===== config.mk =====
export PLATFORM = sky130hd
export DESIGN_NAME = b_dly_lock_ctrl
export DESIGN_NICKNAME = d
export VERILOG_FILES = /design/src/rtl/dly_ctrl_pkg.sv /design/src/rtl/b_dly_lock_ctrl_pd_vote.sv /design/src/rtl/b_dly_lock_ctrl.sv
export SDC_FILE = /design/constraint.sdc
export NUM_CORES = 1
export LEC_CHECK = 0
export ABC_AREA = 1
export BUFFER_PORTS_ARGS = -buffer_cell sky130_fd_sc_hd__buf_4
export CORE_MARGIN = 2
export CORE_UTILIZATION = 50
export CTS_CLUSTER_DIAMETER = 150
export CTS_CLUSTER_SIZE = 20
export DETAILED_ROUTE_END_ITERATION = 16
export GPL_TIMING_DRIVEN = 0
export MAX_ROUTING_LAYER = met4
export PLACE_DENSITY = 0.7
export SYNTH_ARGS = -nofsm -noshare
export SYNTH_HDL_FRONTEND = slang
export SYNTH_SLANG_ARGS = --single-unit

===== constraint.sdc =====
create_clock -name i_clk -period 1.7 [get_ports i_clk]
set_clock_uncertainty 0.05 [all_clocks]
set_input_delay 0.34 -clock i_clk [delete_from_list [all_inputs] [get_ports i_clk]]
set_output_delay 0.34 -clock i_clk [all_outputs]
set_load 0.01 [all_outputs]

===== src/rtl/dly_ctrl_pkg.sv =====
// -----------------------------------------------------------------------------
// dly_ctrl_pkg
// Shared definitions for the delay-lock controller (b_dly_lock_ctrl) and its
// phase-detector vote counter.
//   state_e           : controller FSM state encoding
//   DLY_INIT_DEFAULT  : code held after reset and while idle
//   DLY_ACQ_START     : code loaded when an acquisition starts (SAR midpoint)
//   DLY_CODE_MIN/MAX  : saturation limits of the 8-bit delay code
// -----------------------------------------------------------------------------
package dly_ctrl_pkg;

  typedef enum logic [2:0] {
    ST_IDLE       = 3'd0,
    ST_SETTLE     = 3'd1,
    ST_SAMPLE     = 3'd2,
    ST_UPDATE     = 3'd3,
    ST_TRK_SETTLE = 3'd4,
    ST_TRK_SAMPLE = 3'd5,
    ST_TRK_UPDATE = 3'd6
  } state_e;

  localparam logic [7:0] DLY_INIT_DEFAULT = 8'h80;
  localparam logic [7:0] DLY_ACQ_START    = 8'h80;
  localparam logic [7:0] DLY_CODE_MIN     = 8'h00;
  localparam logic [7:0] DLY_CODE_MAX     = 8'hFF;

endpackage


===== src/rtl/b_dly_lock_ctrl_pd_vote.sv =====
// -----------------------------------------------------------------------------
// b_dly_lock_ctrl_pd_vote
// Collects one vote of P_NAVG phase-detector samples: counts accepted samples
// and how many of them reported "lead".
// Ports:
//   i_clk, i_rstn : clock, async active-low reset
//   i_clr         : zero both counters (held by the controller while settling)
//   i_valid       : sample strobe, already gated to the sampling states
//   i_lead        : sample value, qualified by i_valid
//   o_done        : high in the cycle the final sample of the vote is accepted
//   o_n_lead      : number of lead samples collected so far
// -----------------------------------------------------------------------------
module b_dly_lock_ctrl_pd_vote
  import dly_ctrl_pkg::*;
#(
  parameter int P_NAVG  = 16,
  parameter int P_CNT_W = $clog2(P_NAVG) + 1
) (
  input  logic               i_clk,
  input  logic               i_rstn,
  input  logic               i_clr,
  input  logic               i_valid,
  input  logic               i_lead,
  output logic               o_done,
  output logic [P_CNT_W-1:0] o_n_lead
);

  localparam logic [P_CNT_W-1:0] CNT_FULL = P_CNT_W'(P_NAVG);
  localparam logic [P_CNT_W-1:0] CNT_LAST = P_CNT_W'(P_NAVG - 1);

  logic [P_CNT_W-1:0] n_smp_q, n_smp_d;
  logic [P_CNT_W-1:0] n_lead_q, n_lead_d;

  // Next-state counting. Once the sample counter is full, further strobes are
  // ignored so a vote can never exceed P_NAVG samples.
  always_comb begin
    n_smp_d  = n_smp_q;
    n_lead_d = n_lead_q;
    o_done   = 1'b0;
    if (i_clr) begin
      n_smp_d  = '0;
      n_lead_d = '0;
    end else if (i_valid && (n_smp_q != CNT_FULL)) begin
      n_smp_d = n_smp_q + 1'b1;
      if (i_lead) begin
        n_lead_d = n_lead_q + 1'b1;
      end
      o_done = (n_smp_q == CNT_LAST);
    end
  end

  // Counter registers.
  always_ff @(posedge i_clk or negedge i_rstn) begin
    if (!i_rstn) begin
      n_smp_q  <= '0;
      n_lead_q <= '0;
    end else begin
      n_smp_q  <= n_smp_d;
      n_lead_q <= n_lead_d;
    end
  end

  assign o_n_lead = n_lead_q;

endmodule


===== src/rtl/b_dly_lock_ctrl.sv =====
// -----------------------------------------------------------------------------
// b_dly_lock_ctrl
// Closed-loop controller for the 8-bit delay select of b_dly_f64c4. On i_start
// it runs an 8-step binary search on the code using majority votes of the
// phase detector, then tracks drift with +/-1 steps gated by a threshold vote.
// Every code change is followed by a settle hold-off before sampling resumes.
// Ports:
//   i_clk, i_rstn : clock, async active-low reset
//   i_start       : pulse, (re)starts acquisition from any state
//   i_freeze      : level, suppresses tracking code updates
//   i_pd_valid    : phase-detector sample strobe
//   i_pd_lead     : 1 = delayed edge early, more delay needed
//   o_dly_sel     : registered delay code ([7:6] coarse, [5:0] fine)
//   o_lock        : set when the search completes, cleared by start/saturation
//   o_busy        : high while the search is running
//   o_err         : sticky saturation flag, cleared by start or reset
// -----------------------------------------------------------------------------
module b_dly_lock_ctrl
  import dly_ctrl_pkg::*;
#(
  parameter int         P_SETTLE = 8,
  parameter int         P_NAVG   = 16,
  parameter int         P_TRK_TH = 12,
  parameter logic [7:0] P_INIT   = DLY_INIT_DEFAULT
) (
  input  logic       i_clk,
  input  logic       i_rstn,
  input  logic       i_start,
  input  logic       i_freeze,
  input  logic       i_pd_valid,
  input  logic       i_pd_lead,
  output logic [7:0] o_dly_sel,
  output logic       o_lock,
  output logic       o_busy,
  output logic       o_err
);

  localparam int CNT_W = $clog2(P_NAVG) + 1;
  localparam int SET_W = (P_SETTLE > 1) ? $clog2(P_SETTLE) : 1;

  localparam logic [SET_W-1:0] SETTLE_LAST = SET_W'(P_SETTLE - 1);
  localparam logic [CNT_W-1:0] VOTE_HALF   = CNT_W'(P_NAVG / 2);
  localparam logic [CNT_W-1:0] TRK_UP_TH   = CNT_W'(P_TRK_TH);
  localparam logic [CNT_W-1:0] TRK_DN_TH   = CNT_W'(P_NAVG - P_TRK_TH);

  state_e           state_q;
  logic [7:0]       dly_q;
  logic [2:0]       bit_idx_q;
  logic [SET_W-1:0] settle_cnt_q;
  logic             lock_q;
  logic             busy_q;
  logic             err_q;

  logic             vote_clr;
  logic             vote_valid;
  logic             vote_done;
  logic [CNT_W-1:0] vote_n_lead;

  logic             sar_keep;
  logic [7:0]       sar_code_d;
  logic             trk_up;
  logic             trk_dn;

  // Counters are cleared throughout settling so each vote starts from zero,
  // and samples only count in the two sampling states.
  assign vote_clr   = (state_q == ST_IDLE) || (state_q == ST_SETTLE) ||
                      (state_q == ST_TRK_SETTLE);
  assign vote_valid = i_pd_valid &&
                      ((state_q == ST_SAMPLE) || (state_q == ST_TRK_SAMPLE));

  b_dly_lock_ctrl_pd_vote #(
    .P_NAVG  (P_NAVG),
    .P_CNT_W (CNT_W)
  ) u_pd_vote (
    .i_clk    (i_clk),
    .i_rstn   (i_rstn),
    .i_clr    (vote_clr),
    .i_valid  (vote_valid),
    .i_lead   (i_pd_lead),
    .o_done   (vote_done),
    .o_n_lead (vote_n_lead)
  );

  // A strict majority keeps the bit under test; a tie clears it.
  assign sar_keep = (vote_n_lead > VOTE_HALF);
  assign trk_up   = (vote_n_lead >= TRK_UP_TH);
  assign trk_dn   = (vote_n_lead <= TRK_DN_TH);

  // Binary-search step: resolve the current bit, then arm the next lower bit.
  always_comb begin
    sar_code_d = dly_q;
    sar_code_d[bit_idx_q] = sar_keep;
    if (bit_idx_q != 3'd0) begin
      sar_code_d[bit_idx_q - 3'd1] = 1'b1;
    end
  end

  // Controller FSM with registered outputs. i_start overrides every state.
  // Saturating steps leave the code alone, flag o_err and drop o_lock, but
  // tracking keeps running.
  always_ff @(posedge i_clk or negedge i_rstn) begin
    if (!i_rstn) begin
      state_q      <= ST_IDLE;
      dly_q        <= P_INIT;
      bit_idx_q    <= 3'd0;
      settle_cnt_q <= '0;
      lock_q       <= 1'b0;
      busy_q       <= 1'b0;
      err_q        <= 1'b0;
    end else if (i_start) begin
      state_q      <= ST_SETTLE;
      dly_q        <= DLY_ACQ_START;
      bit_idx_q    <= 3'd7;
      settle_cnt_q <= '0;
      lock_q       <= 1'b0;
      busy_q       <= 1'b1;
      err_q        <= 1'b0;
    end else begin
      case (state_q)
        ST_IDLE: begin
          state_q <= ST_IDLE;
        end
        ST_SETTLE: begin
          if (settle_cnt_q == SETTLE_LAST) begin
            settle_cnt_q <= '0;
            state_q      <= ST_SAMPLE;
          end else begin
            settle_cnt_q <= settle_cnt_q + 1'b1;
          end
        end
        ST_SAMPLE: begin
          if (vote_done) begin
            state_q <= ST_UPDATE;
          end
        end
        ST_UPDATE: begin
          dly_q <= sar_code_d;
          if (bit_idx_q != 3'd0) begin
            bit_idx_q <= bit_idx_q - 3'd1;
            state_q   <= ST_SETTLE;
          end else begin
            lock_q  <= 1'b1;
            busy_q  <= 1'b0;
            state_q <= ST_TRK_SETTLE;
          end
        end
        ST_TRK_SETTLE: begin
          if (settle_cnt_q == SETTLE_LAST) begin
            settle_cnt_q <= '0;
            state_q      <= ST_TRK_SAMPLE;
          end else begin
            settle_cnt_q <= settle_cnt_q + 1'b1;
          end
        end
        ST_TRK_SAMPLE: begin
          if (vote_done) begin
            state_q <= ST_TRK_UPDATE;
          end
        end
        ST_TRK_UPDATE: begin
          state_q <= ST_TRK_SETTLE;
          if (!i_freeze) begin
            if (trk_up) begin
              if (dly_q == DLY_CODE_MAX) begin
                err_q  <= 1'b1;
                lock_q <= 1'b0;
              end else begin
                dly_q <= dly_q + 8'd1;
              end
            end else if (trk_dn) begin
              if (dly_q == DLY_CODE_MIN) begin
                err_q  <= 1'b1;
                lock_q <= 1'b0;
              end else begin
                dly_q <= dly_q - 8'd1;
              end
            end
          end
        end
        default: begin
          state_q <= ST_IDLE;
        end
      endcase
    end
  end

  assign o_dly_sel = dly_q;
  assign o_lock    = lock_q;
  assign o_busy    = busy_q;
  assign o_err     = err_q;

endmodule


==> metrics.md <==
| Metric | Value |
|---|---|
| Max cap viols | 0 |
| Syn_nets | 341 |
| Reg-to-Reg End | o_dly_sel[4] |
| Most Frequent Cell on Critical Path | nand2_1 |
| Fmax | 570.8 MHz |
| Cts bufs inserted | 5 |
| Critical Path Source Type | flip-flop |
| R2R depth | 15 |
| Clock net sink count | 30 |
| Finished Core Util | 0.6778 |
| Initial core utilization | 0.5240 |
| Synth Instances | 325 |
| HP Class | in -> reg |
| Final Power | 3.841 mW |
| Minimum clock period | 1752 ps |
| Via count | 2319 |
| PD cells | 1292 nW/um^2 |
| Worst-Margin Slew | 403.3 ps |
| Die W | 71.78 um |
| GR Overflow Total | 0 |
| Worst Setup Path Type | reg -> reg |
| Initial DRC count | 204 |
| Post-synth top cells | 71 x nand2_1, 39 x inv_1, 31 x nor2_1 |
| DP HPWL | 3996 um |
| DRC errors left | 0 |
| Warning count from the yosys run | 0 |
| H-Tree Depth | 2 |
| Clock slew seen by the registers of the worst setup and hold paths | 70 ps |
| CP Cell Sequence | nand2_4 > nand2_4 > buf_8 > nand2_2 > nand2_1 > inv_1 > ha_2 > inv_2 > nand2_4 > nand2_1 > nand2_1 > xor2_1 > nand2_1 > nand2_1 > nand2_1 |
| Number of synthesized flops with an enable pin | 0 |
| Die Height | 71.78 um |
| Buffers on Ports | 16 |
| Final Max Tran Viols | 0 |
| Static leakage | 1.418 nW |
| Worst VDD drop | 0.7541 mV |
| Clock Latency Late Sink | 280 ps |
| Nets | 386 |
| Clk pwr share | 0.189 |
| Wire length per cell | 13.65 um |
| CTS root buffer | clkbuf_8 |
| Slowest cell delay on critical path | 430 ps |
| Drt total wl | 5774 um |
| Reported net switching power | 1.691 mW |
| RSZ-0062 raised after global routing | true |
| Unique cell type count in the Yosys netlist | 41 |
| Setup ws final | -51.91 ps |
| Switch share | 0.4402 |
| Post-synth top area cell | dfrtp_1 |
| Setup_tns | -103.6 ps |
| Area contributors post-synth | dfrtp_1 32%, nand2_1 12%, inv_1 6.4% |
| Most used flip-flop cell after synthesis | dfrtp_1 |
| Final Hold Viols | 0 |
| CP top delay family | simple AND/OR/NAND/NOR gates |
| Relative slew slack | 0.7311 |
| Share of layout cells above drive strength 1 | 0.3154 |
| Async set-reset flop share out of synthesis | 1.000 |
| Hold path start | i_pd_lead |
| Post-synthesis sequential area ratio | 0.3273 |
| Synthesized cell area | 2297 um^2 |
| FP Rows | 24 |
| Vias in the first global route | 2276 |
| Layout area overhead | 29.36% |
| DP Cell Count | 393 |
| Inserted Diodes | 0 |
| Synthesized flop and latch total | 30 |
| First-pass GRT wire length | 10030 um |
| IO Pins | 17 |
| Final std cells w/o fill | 423 |
| CTS tree | yes |
| Gate power share | 0.534 |
| Post-route ant nets | 0 |
| Sequential Power Share | 0.277 |
| GRT Total Usage | 0.2530 |
| Largest net degree at the start of global routing | 31 |
| Bufs and invs on worst path | 3 |
| Required @ worst endpoint | 1830 ps |
| Cell Int Power | 2.150 mW |
| First-pass DRT Iterations | 4 |
| Fin crit share | 1.031 |
| Failing checks | negative setup slack |
| Largest fanout on the critical path | 5 |
| Gp weighted congestion | 0.9604 |
| CORE AREA | 4384 um^2 |
| Status | complete, but fails checks |
| Worst EP arrival | 1880 ps |
| Hold path depth | 3 |
| Clk buf depth | 2 |
| Worst Hold End | u_pd_vote.o_n_lead[1] |
| Slowest CP cell | dfrtp_2 |
| Die area | 5152 um^2 |
| R2r setup slk | -50 ps |
| Syn avg cell area | 7.068 um^2 |
| Synth top area share | 0.3159 |
| Setup-failing EPs final | 2 |
| Crit. End Element | flip-flop |
| Top-count cell post-synth | nand2_1 |
| Initial antenna violation count | 0 |
| RR Startpoint | u_pd_vote.o_n_lead[2] |
| Post-DR vias/cell | 5.482 |
[registers in the layout, indices dropped and copies added, names as in the netlist]
signal              flops
bit_idx_q               3
o_busy                  1
o_dly_sel               8
o_err                   1
o_lock                  1
settle_cnt_q            3
state_q                 3
u_pd_vote.n_smp_q       5
u_pd_vote.o_n_lead      5
[layer usage]
metal	global-route usage	wire length [um]
met1	0.3167	2685
met2	0.4105	2779
met3	0.03938	194
met4	0.1006	114
met5	-	0
[what timing repair did]
action | CTS | global route
hold endpoints to repair | 29 | 0
buffers inserted | 12 | 9
hold buffers | 1 | 0
setup endpoints to repair | 12 | 21
gates resized for setup | 23 | 43
pin swaps | 8 | 16
[layout by cell type (no fill, tap or decap), types with 4 or more instances in the layout]
cell type | synthesis | layout
o22ai_1 | 5 | 5
inv_2 | 3 | 7
nor3_2 | 1 | 5
inv_1 | 39 | 32
nand2_2 | 7 | 8
o21ai_1 | 4 | 5
inv_4 | 1 | 5
o21ai_2 | 0 | 4
nand2_4 | 2 | 6
dfrtp_2 | 0 | 5
nand3_2 | 1 | 4
xor2_1 | 5 | 4
dfrtp_1 | 29 | 24
nor2_4 | 2 | 4
o21ai_0 | 28 | 23
nand3_1 | 29 | 26
a21oi_1 | 14 | 13
nor2_2 | 4 | 7
nand2_1 | 71 | 66
ha_1 | 10 | 6
nor2_1 | 31 | 26
buf_4 | 1 | 38
nor3_1 | 10 | 6
clkbuf_8 | 0 | 5
[worst max path at each step]
| stage | from | to | cells after the start | slack, ps |
|---|---|---|---|---|
| 3_3_place_gp | u_pd_vote.o_n_lead[2] | o_dly_sel[4] | 15 | -240 |
| 6_report | u_pd_vote.o_n_lead[2] | o_dly_sel[4] | 15 | -50 |
| 3_5_place_dp | bit_idx_q[0] | o_lock | 9 | -230 |
| 5_1_grt | u_pd_vote.o_n_lead[2] | o_dly_sel[4] | 15 | -150 |
| 4_1_cts | u_pd_vote.o_n_lead[2] | o_dly_sel[4] | 15 | -20 |
| 2_1_floorplan | u_pd_vote.o_n_lead[2] | o_dly_sel[4] | 15 | 10 |
[cell families after synthesis]
kind of cell             share of synthesized area
AND/OR/NAND/NOR                             0.3442
buffers and inverters                      0.08823
XOR/XNOR                                   0.02288
AO/OA/AOI/OAI                               0.1629
adder cells (fa/ha/maj)                    0.05447
flip-flops                                  0.3273
[worst min-delay path: stages]
cell,delay [ps]
buf_4,100
nand3_1,70
o21ai_0,70
[power groups by stage]
| stage | Combinational (mW) | Sequential, mW | Clock [mW] |
|---|---|---|---|
| after floorplan | 1.27 | 1.05 | 0 |
| after global placement | 1.67 | 1.06 | 0 |
| after detailed placement | 1.70 | 1.06 | 0 |
| after CTS | 1.78 | 1.05 | 0.741 |
| after global routing | 2.32 | 1.09 | 0.766 |
| final | 2.05 | 1.06 | 0.727 |
[area by class of cell]
class | instances | area (um^2)
buffer | 5 | 46.29
tap | 52 | 65.06
multi-input combinational | 246 | 1530
fill | 374 | 1413
clock inverter | 1 | 30.03
timing repair buffer | 38 | 287.8
clock buffer | 7 | 76.32
sequential | 30 | 758.2
inverter | 44 | 177.7
[through the flow]
step	hold slack (ps)	cell area [um^2]	setup WS, ps
after detailed placement	251.8	2482	-233.7
final	279.6	2972	-51.91
after global placement	250.6	2482	-237.6
after floorplan	-5.591	2297	13.56
after CTS	265.6	2755	-24.26
after global routing	300.6	2972	-145.7
(Power assumes the default switching activity.)
